$ cat config.mk
export PLATFORM = sky130hd
export DESIGN_NAME = rf_uart_mailbox_ctrl
export DESIGN_NICKNAME = d
export VERILOG_FILES = /design/src/rtl/rf_uart_mailbox_ctrl.sv
export SDC_FILE = /design/constraint.sdc
export NUM_CORES = 1
export LEC_CHECK = 0
export BUFFER_PORTS_ARGS = -buffer_cell sky130_fd_sc_hd__buf_2
export CORE_UTILIZATION = 48
export CTS_BUF_LIST = sky130_fd_sc_hd__clkbuf_16
export CTS_CLUSTER_DIAMETER = 100
export DETAILED_ROUTE_END_ITERATION = 10
export GPL_TIMING_DRIVEN = 0
export PLACE_DENSITY = 0.9
export SKIP_CTS_REPAIR_TIMING = 1
export SYNTH_ARGS = -nofsm -noshare
export SYNTH_HDL_FRONTEND = slang
export SYNTH_SLANG_ARGS = --single-unit
$ cat constraint.sdc
create_clock -name clk -period 2.3 [get_ports clk]
set_input_delay 0.115 -clock clk [delete_from_list [all_inputs] [get_ports clk]]
set_output_delay 0.115 -clock clk [all_outputs]
set_load 0.02 [all_outputs]
$ cat src/rtl/rf_uart_mailbox_ctrl.sv
// rf_uart_mailbox_ctrl: arbitrates the register file write port between CPU
// writeback and the UART mailboxes. Received bytes queue in a small FIFO and
// are deposited one at a time into RX_REG. CPU writes to TX_REG start a UART
// transmission and are held off while the transmitter is still occupied.
module rf_uart_mailbox_ctrl #(
    parameter int DATA_WIDTH = 32,
    parameter int ADDR_WIDTH = 5,
    parameter int RX_REG     = 31,
    parameter int TX_REG     = 30,
    parameter int FIFO_AW    = 2
) (
    input  logic                  clk,
    input  logic                  rst_n,
    input  logic                  cpu_we,
    input  logic [ADDR_WIDTH-1:0] cpu_waddr,
    input  logic [DATA_WIDTH-1:0] cpu_wdata,
    output logic                  cpu_stall,
    output logic                  rf_we,
    output logic [ADDR_WIDTH-1:0] rf_waddr,
    output logic [DATA_WIDTH-1:0] rf_wdata,
    input  logic                  rx_valid,
    input  logic [7:0]            rx_data,
    output logic                  tx_start,
    output logic [7:0]            tx_data,
    input  logic                  tx_busy,
    output logic                  rx_overflow
);
    localparam int DEPTH = 1 << FIFO_AW;

    localparam logic [1:0] TX_IDLE      = 2'd0;
    localparam logic [1:0] TX_LOAD      = 2'd1;
    localparam logic [1:0] TX_WAIT_BUSY = 2'd2;
    localparam logic [1:0] TX_WAIT_DONE = 2'd3;

    localparam logic [ADDR_WIDTH-1:0] RX_ADDR = ADDR_WIDTH'(RX_REG);
    localparam logic [ADDR_WIDTH-1:0] TX_ADDR = ADDR_WIDTH'(TX_REG);

    logic [7:0]         fifo_mem [DEPTH];
    logic [FIFO_AW:0]   wr_ptr, rd_ptr;
    logic               fifo_empty, fifo_full;
    logic [7:0]         fifo_head;
    logic               shown, ovf;
    logic [1:0]         tx_state;

    logic               we_int, stall_int;
    logic               tx_accept, rx_pop, deposit, push;

    // The extra pointer MSB separates full (MSBs differ) from empty (equal).
    assign fifo_empty = (wr_ptr == rd_ptr);
    assign fifo_full  = (wr_ptr[FIFO_AW] != rd_ptr[FIFO_AW]) &&
                        (wr_ptr[FIFO_AW-1:0] == rd_ptr[FIFO_AW-1:0]);
    assign fifo_head  = fifo_mem[rd_ptr[FIFO_AW-1:0]];

    // A deposit in the same cycle frees the head slot, so a full FIFO still accepts.
    assign push = rx_valid && (!fifo_full || deposit);

    // Write port arbitration: CPU first, deposit only on CPU-idle cycles.
    always_comb begin
        we_int    = 1'b0;
        stall_int = 1'b0;
        rf_waddr  = cpu_waddr;
        rf_wdata  = cpu_wdata;
        tx_accept = 1'b0;
        rx_pop    = 1'b0;
        deposit   = 1'b0;
        if (cpu_we) begin
            if (cpu_waddr == '0) begin
                we_int = 1'b0;
            end else if (cpu_waddr == TX_ADDR) begin
                if (tx_state != TX_IDLE) begin
                    stall_int = 1'b1;
                end else begin
                    we_int    = 1'b1;
                    tx_accept = 1'b1;
                end
            end else if (cpu_waddr == RX_ADDR) begin
                we_int   = 1'b1;
                rf_wdata = '0;
                rx_pop   = 1'b1;
            end else begin
                we_int = 1'b1;
            end
        end else if (!fifo_empty && !shown) begin
            we_int   = 1'b1;
            deposit  = 1'b1;
            rf_waddr = RX_ADDR;
            rf_wdata = {{(DATA_WIDTH-10){1'b0}}, ovf, 1'b1, fifo_head};
        end
    end

    // Outputs stay quiet while reset is held, independent of the inputs.
    assign rf_we       = we_int && rst_n;
    assign cpu_stall   = stall_int && rst_n;
    assign tx_start    = (tx_state == TX_LOAD);
    assign rx_overflow = ovf;

    // FIFO storage; contents are discarded on reset by clearing the pointers.
    always_ff @(posedge clk) begin
        if (push) fifo_mem[wr_ptr[FIFO_AW-1:0]] <= rx_data;
    end

    // FIFO pointers, shown flag and sticky overflow.
    always_ff @(posedge clk or negedge rst_n) begin
        if (!rst_n) begin
            wr_ptr <= '0;
            rd_ptr <= '0;
            shown  <= 1'b0;
            ovf    <= 1'b0;
        end else begin
            if (push)    wr_ptr <= wr_ptr + 1'b1;
            if (deposit) rd_ptr <= rd_ptr + 1'b1;
            if (deposit)     shown <= 1'b1;
            else if (rx_pop) shown <= 1'b0;
            // A drop in the same cycle as a pop leaves the flag set.
            if (rx_valid && !push) ovf <= 1'b1;
            else if (rx_pop)       ovf <= 1'b0;
        end
    end

    // TX handshake sequencer; tx_data is captured on an accepted TX write.
    always_ff @(posedge clk or negedge rst_n) begin
        if (!rst_n) begin
            tx_state <= TX_IDLE;
            tx_data  <= '0;
        end else begin
            case (tx_state)
                TX_IDLE: if (tx_accept) begin
                    tx_state <= TX_LOAD;
                    tx_data  <= cpu_wdata[7:0];
                end
                TX_LOAD:      tx_state <= TX_WAIT_BUSY;
                TX_WAIT_BUSY: if (tx_busy)  tx_state <= TX_WAIT_DONE;
                TX_WAIT_DONE: if (!tx_busy) tx_state <= TX_IDLE;
                default:      tx_state <= TX_IDLE;
            endcase
        end
    end
endmodule

---- Word level (Yosys, flattened, before mapping) ----
Memory sizes are Yosys's and may differ from the RTL's.
Index checks and enable logic that the tools add are counted.
word-level totals
  output and inout bits ................... 49
  RAM bits ................................ 32
  memories ................................ 1
  word-level logic and storage cells ...... 71
  input port bits ......................... 50
  register bits after elaboration ......... 18
memory list
  name      depth  width  read ports  clocked after memory_dff  wr ports  RTL line  RTL
  fifo_mem  4      8      1           0                         1         38        logic [7:0] fifo_mem [DEPTH];
cells by class
  reductions and logical operators ........ 18
  eq/ne operators ......................... 11
  $add $sub $neg .......................... 2
  mux-type cells .......................... 33
operators by type and width
  cell                 count
  $mux 32              5
  $mux 1               22
  $eq 5x5->1 const B   2
  $mux 5               2
  $pmux 2 s4           1
  $add 3x1->3 const B  2
  $logic_and 1x1->1    6
  $mux 2               3
  $ne 2x2->1 const B   3
  $reduce_bool 2->1    3
  $logic_not 5->1      1
  $eq 2x2->1 const B   2
  $logic_not 1->1      4
  $eq 3x3->1           1
  $reduce_and 3->1     1
  $eq 2x1->1 const B   1
  $eq 2x2->1           1
  $logic_not 2->1      1
  $reduce_and 2->1     1
  $logic_or 1x1->1     1
  $ne 1x1->1           1

---- Depth between registers and ports, before layout ----
  depth in word-level cells ............... 10
  mapped depth ............................ 6
  mapped depth without buffers ............ 5

---- Least setup slack after synthesis ----
OpenSTA, ideal clock, no wires.
  kind .................................... register -> register
  from .................................... register rd_ptr[1]
  to ...................................... memory fifo_mem[3][0], enable pin
  data required time ...................... 1.925 ns
  path buffers ............................ 1
  clock period less this slack ............ 1.811 ns
  setup time .............................. 0.375 ns
  stages on the path, launching flop included .. 5
  slack ................................... 0.489 ns
  arrival time ............................ 1.436 ns
  path through ............................ dfrtp_1 -> buf_2 -> xor2_1 -> o41ai_4 -> nor2_1
between the ends
  word-level cells in the longest chain between the ends .. 9
  elaborated cells between the ends (all ways) .. 12
  classes of those cells .................. eq/ne (2); mux (4); reduce/logical (6)
ends and longest elaborated chain
  what                            RTL line  RTL
  start: declaration              39        logic [FIFO_AW:0] wr_ptr, rd_ptr;
  start signal: assignment        111       if (deposit) rd_ptr <= rd_ptr + 1'b1;
  $eq 3x3->1                      49        assign fifo_empty = (wr_ptr == rd_ptr);
  $logic_not 1->1                 83        end else if (!fifo_empty && !shown) begin
  $logic_and 1x1->1               83
  $mux 1                          83
  $mux 1                          66        if (cpu_we) begin
  $logic_or 1x1->1 *              55        assign push = rx_valid && (!fifo_full || deposit);
  $logic_and 1x1->1 *             55
  $mux 1 *                        99        if (push) fifo_mem[wr_ptr[FIFO_AW-1:0]] <= rx_data;
  $mux 1 (not written as such) *  99
  end: declaration                38
Every way passes the cells marked *; elsewhere a longest branch is shown, timed or not.

---- Worst setup path in the final report ----
  from .................................... register wr_ptr[1]
  to ...................................... output port rf_wdata[2]
between the ends
  word-level cells in the longest chain between the ends .. 5
ends and longest elaborated chain
  what                      RTL line  RTL
  start: declaration        39
  start signal: assignment  110       if (push) wr_ptr <= wr_ptr + 1'b1;
  $eq 3x3->1                49
  $logic_not 1->1           83
  $logic_and 1x1->1         83
  $mux 32                   83
  $mux 32                   66
  end: declaration          20        output logic [DATA_WIDTH-1:0] rf_wdata,
No other way between the ends.

==> results.toml <==
[global_routing]
grt_start_max_net_pins = 21
grt_use_total_pct = 21.61
grt_remaining_overflow = 0
grt_pass1_wl_mm = 8.638
grt_pass1_vias = 1855
antenna_found_initial = 0

[worst_setup_path]
critPathRequiredTime_ns = 2.18
crit_chain = "xnor2_1, a311oi_2, buf_4, buf_4, nand2_1, o21ai_0, buf_2"
critPathLaunchType = "flop"
worstPathArrival_ns = 2.06
critPathTopFamily = "buffers and inverters"
cp.buffers_inverters = 3
worstSetupPathType = "flop to output port"
critPathMaxFanout = 10
crit_top_cell = "buf_4"
cp-end-kind = "output port"
crit_slowest_cell = "dfrtp_1"
max_stage_delay_ns = 0.46

[routing]
first_iter_violations = 118
detail_route.wl_per_cell_um = 15.47
first_pass_iters = 4
drcViolationCount = 0
via_count = 1917
wl_mm = 5.677
detail-route-antenna-nets = 0
routed_via_density = 5.223

[clocking]
cts_buffer_depth = 2
cts_made_buffers = 5
cts_tree = "built"
clk_root_buffer_cell = "clkbuf_16"
clkTransAtPathRegs_ns = 0.06
clkLatencyLatePin_ns = 0.29
cts.sinks = 50
cts_max_level = 2

[cells_and_area]
drive_gt1_share_pct = 46.00
area_delta_synth_final_pct = 29.42
final_cell_area_mm2 = 0.003242
fillers = 356
post-route-util_pct = 66.44
nNetsFinal = 358
multi_input_area_mm2 = 0.001026
antenna_cells = 0
regArea_mm2 = 0.001411

[pwr]
p_sw_mw = 1.164
finalPower_mw = 3.346
netSwitchingFraction_pct = 34.78
pwr-share-comb_pct = 37.7
p_leak_nw = 1.472
p_per_area_mw_per_mm2 = 1032
p_int_mw = 2.182
p_clk_share_pct = 21.4
pwr-share-seq_pct = 40.8
peakVddDrop_uv = 704.4

[place]
hpwl_mm = 4.167
globalplace.congestion = 0.7586
dpl_cell_area_mm2 = 0.003079
port-buffer-count = 98
post-place-ws_ns = 0.05925

[outcome]
status = "finished, final reports clean"

[synth]
yosys-top-cells-area = "edfxtp_1 (38%), dfrtp_1 (18%), and2_1 (5.5%), mux4_2 (5.4%), ha_1 (4.5%)"
synth_seq_cells = 50
yosys.area.top_type = "edfxtp_1"
synth_edf_count = 32
synth-async-reset-ratio_pct = 36.00
syn_inst = 193
synth_warnings = 0
ys_seq_area_share_pct = 56.34
synth_top_flop_cell = "edfxtp_1"
synth.avg_cell_area_um2 = 12.98
syn_area_mm2 = 0.002505
yosysTopAreaCellShare_pct = 38.36
synth_cell_types = 36
synth_nets = 252

[floorplanning]
num_rows = 25
core-area_mm2 = 0.004880
start_util_pct = 51.33
fp.dieH_um = 74.24
die_area_mm2 = 0.005512
io_pins = 99
fp.dieW_um = 74.24

[flow_run]
maxCapViolations = 0

[sta]
period_minus_slack_ns = 2.178
clock.fmax_mhz = 459.1
tns_ns = 0
period_share_pct = 94.70
setup_viol = 0
rsz0062_at_grt = "false"
maxSlewHeadroom_pct = 50.29
drv_slew = 0
worst_pin_slew_ns = 0.7430
finalWorstSetupSlack_ns = 0.1220
hold_viol_final = 0
fin_skew_ns = 0.007470

[min_path]
min_path_type = "primary input to flop"
-- layer usage --
layer	routed length [um]	vias to the layer above	GRT usage, %
met4	91	0	7.966
met2	2966	91	39.80
met3	391	9	4.201
met1	2227	919	24.95
li1	-	898	-
met5	0	-	0
-- path summary, 6_finish.rpt --
| path | startpoint | end | slack, ns | cells after the start |
|---|---|---|---|---|
| max in group asynchronous | rst_n | wr_ptr[1]$_DFFE_PN0N_ | 1.68 | 2 |
| worst max-delay path | wr_ptr[1]$_DFFE_PN0N_ | rf_wdata[2] | 0.12 | 7 |
| worst max register to register | rd_ptr[1]$_DFFE_PN0P_ | fifo_mem[1][3]$_DFFE_PP_ | 0.17 | 4 |
| worst min-delay path | rx_data[2] | fifo_mem[2][2]$_DFFE_PP_ | 0.04 | 1 |
| min in group asynchronous | rst_n | rx_overflow$_DFFE_PN0P_ | 0.31 | 2 |
| worst min register to register | tx_data[6]$_DFFE_PN0P_ | tx_data[6]$_DFFE_PN0P_ | 0.50 | 1 |
-- flip-flops by register name, indices dropped and copies added, names as in the netlist --
| register | flops |
|---|---|
| tx_state | 2 |
| rd_ptr | 3 |
| rx_overflow | 1 |
| fifo_mem | 32 |
| shown | 1 |
| wr_ptr | 3 |
| tx_data | 8 |
-- power groups by stage --
stage               clock [mW]  sequential, mW  combinational, mW
finish                   0.717            1.37               1.26
global route             0.758            1.39               1.38
CTS                      0.727            1.37               1.26
detailed placement           0            1.38               1.24
global placement             0            1.36               1.20
floorplan                    0            1.41              0.856
-- cells in the final DEF (no fill, tap or decap), types with 6 or more instances in the layout --
cell,instances
ha_1,9
and2_1,22
dfrtp_1,18
o21ai_0,10
edfxtp_1,32
mux2_2,10
nor2_1,9
nand2_1,24
mux4_2,6
buf_2,99
inv_1,8
-- cell type report --
type	instances	area share (%)
well taps	67	2.586
clock inverters	3	0.6175
repair buffers	99	15.44
plain buffers	7	1.389
inverters	8	0.9263
flip-flops and latches	50	43.54
multi-input cells	128	31.65
clock buffers	5	3.860
-- synth_stat cells (2+ instances only) --
master	n
mux4_2	6
xor2_1	4
dfrtp_1	18
nand2_1	24
o21ai_0	10
xnor2_1	4
nand3_1	3
a21oi_1	2
inv_1	8
ha_1	9
or2_2	5
edfxtp_1	32
buf_4	2
nor2_1	11
mux4_1	2
clkbuf_1	3
mux2_2	10
and2_1	22
-- cell families (layout without fill, tap and decap cells) --
| logic type | after synthesis | in the layout | share of synthesized area [%] |
|---|---|---|---|
| AOI/OAI and AO/OA | 17 | 17 | 5.045 |
| xor gates and xnor gates | 9 | 9 | 3.446 |
| adders and majority gates | 9 | 9 | 4.496 |
| buffers and inverters | 15 | 122 | 2.897 |
| DFF | 50 | 50 | 56.34 |
| muxes | 20 | 20 | 12.99 |
| and+or+nand+nor | 73 | 73 | 14.79 |
-- per-stage QoR --
step,hold WS [ns],std cells
after global routing,0.04222,367
after floorplan,-0.1806,193
final,0.03594,367
after detailed placement,0.08349,358
after CTS,-0.2232,366
after global placement,0.08210,358
Note: power is estimated with default switching activity, not from simulation.
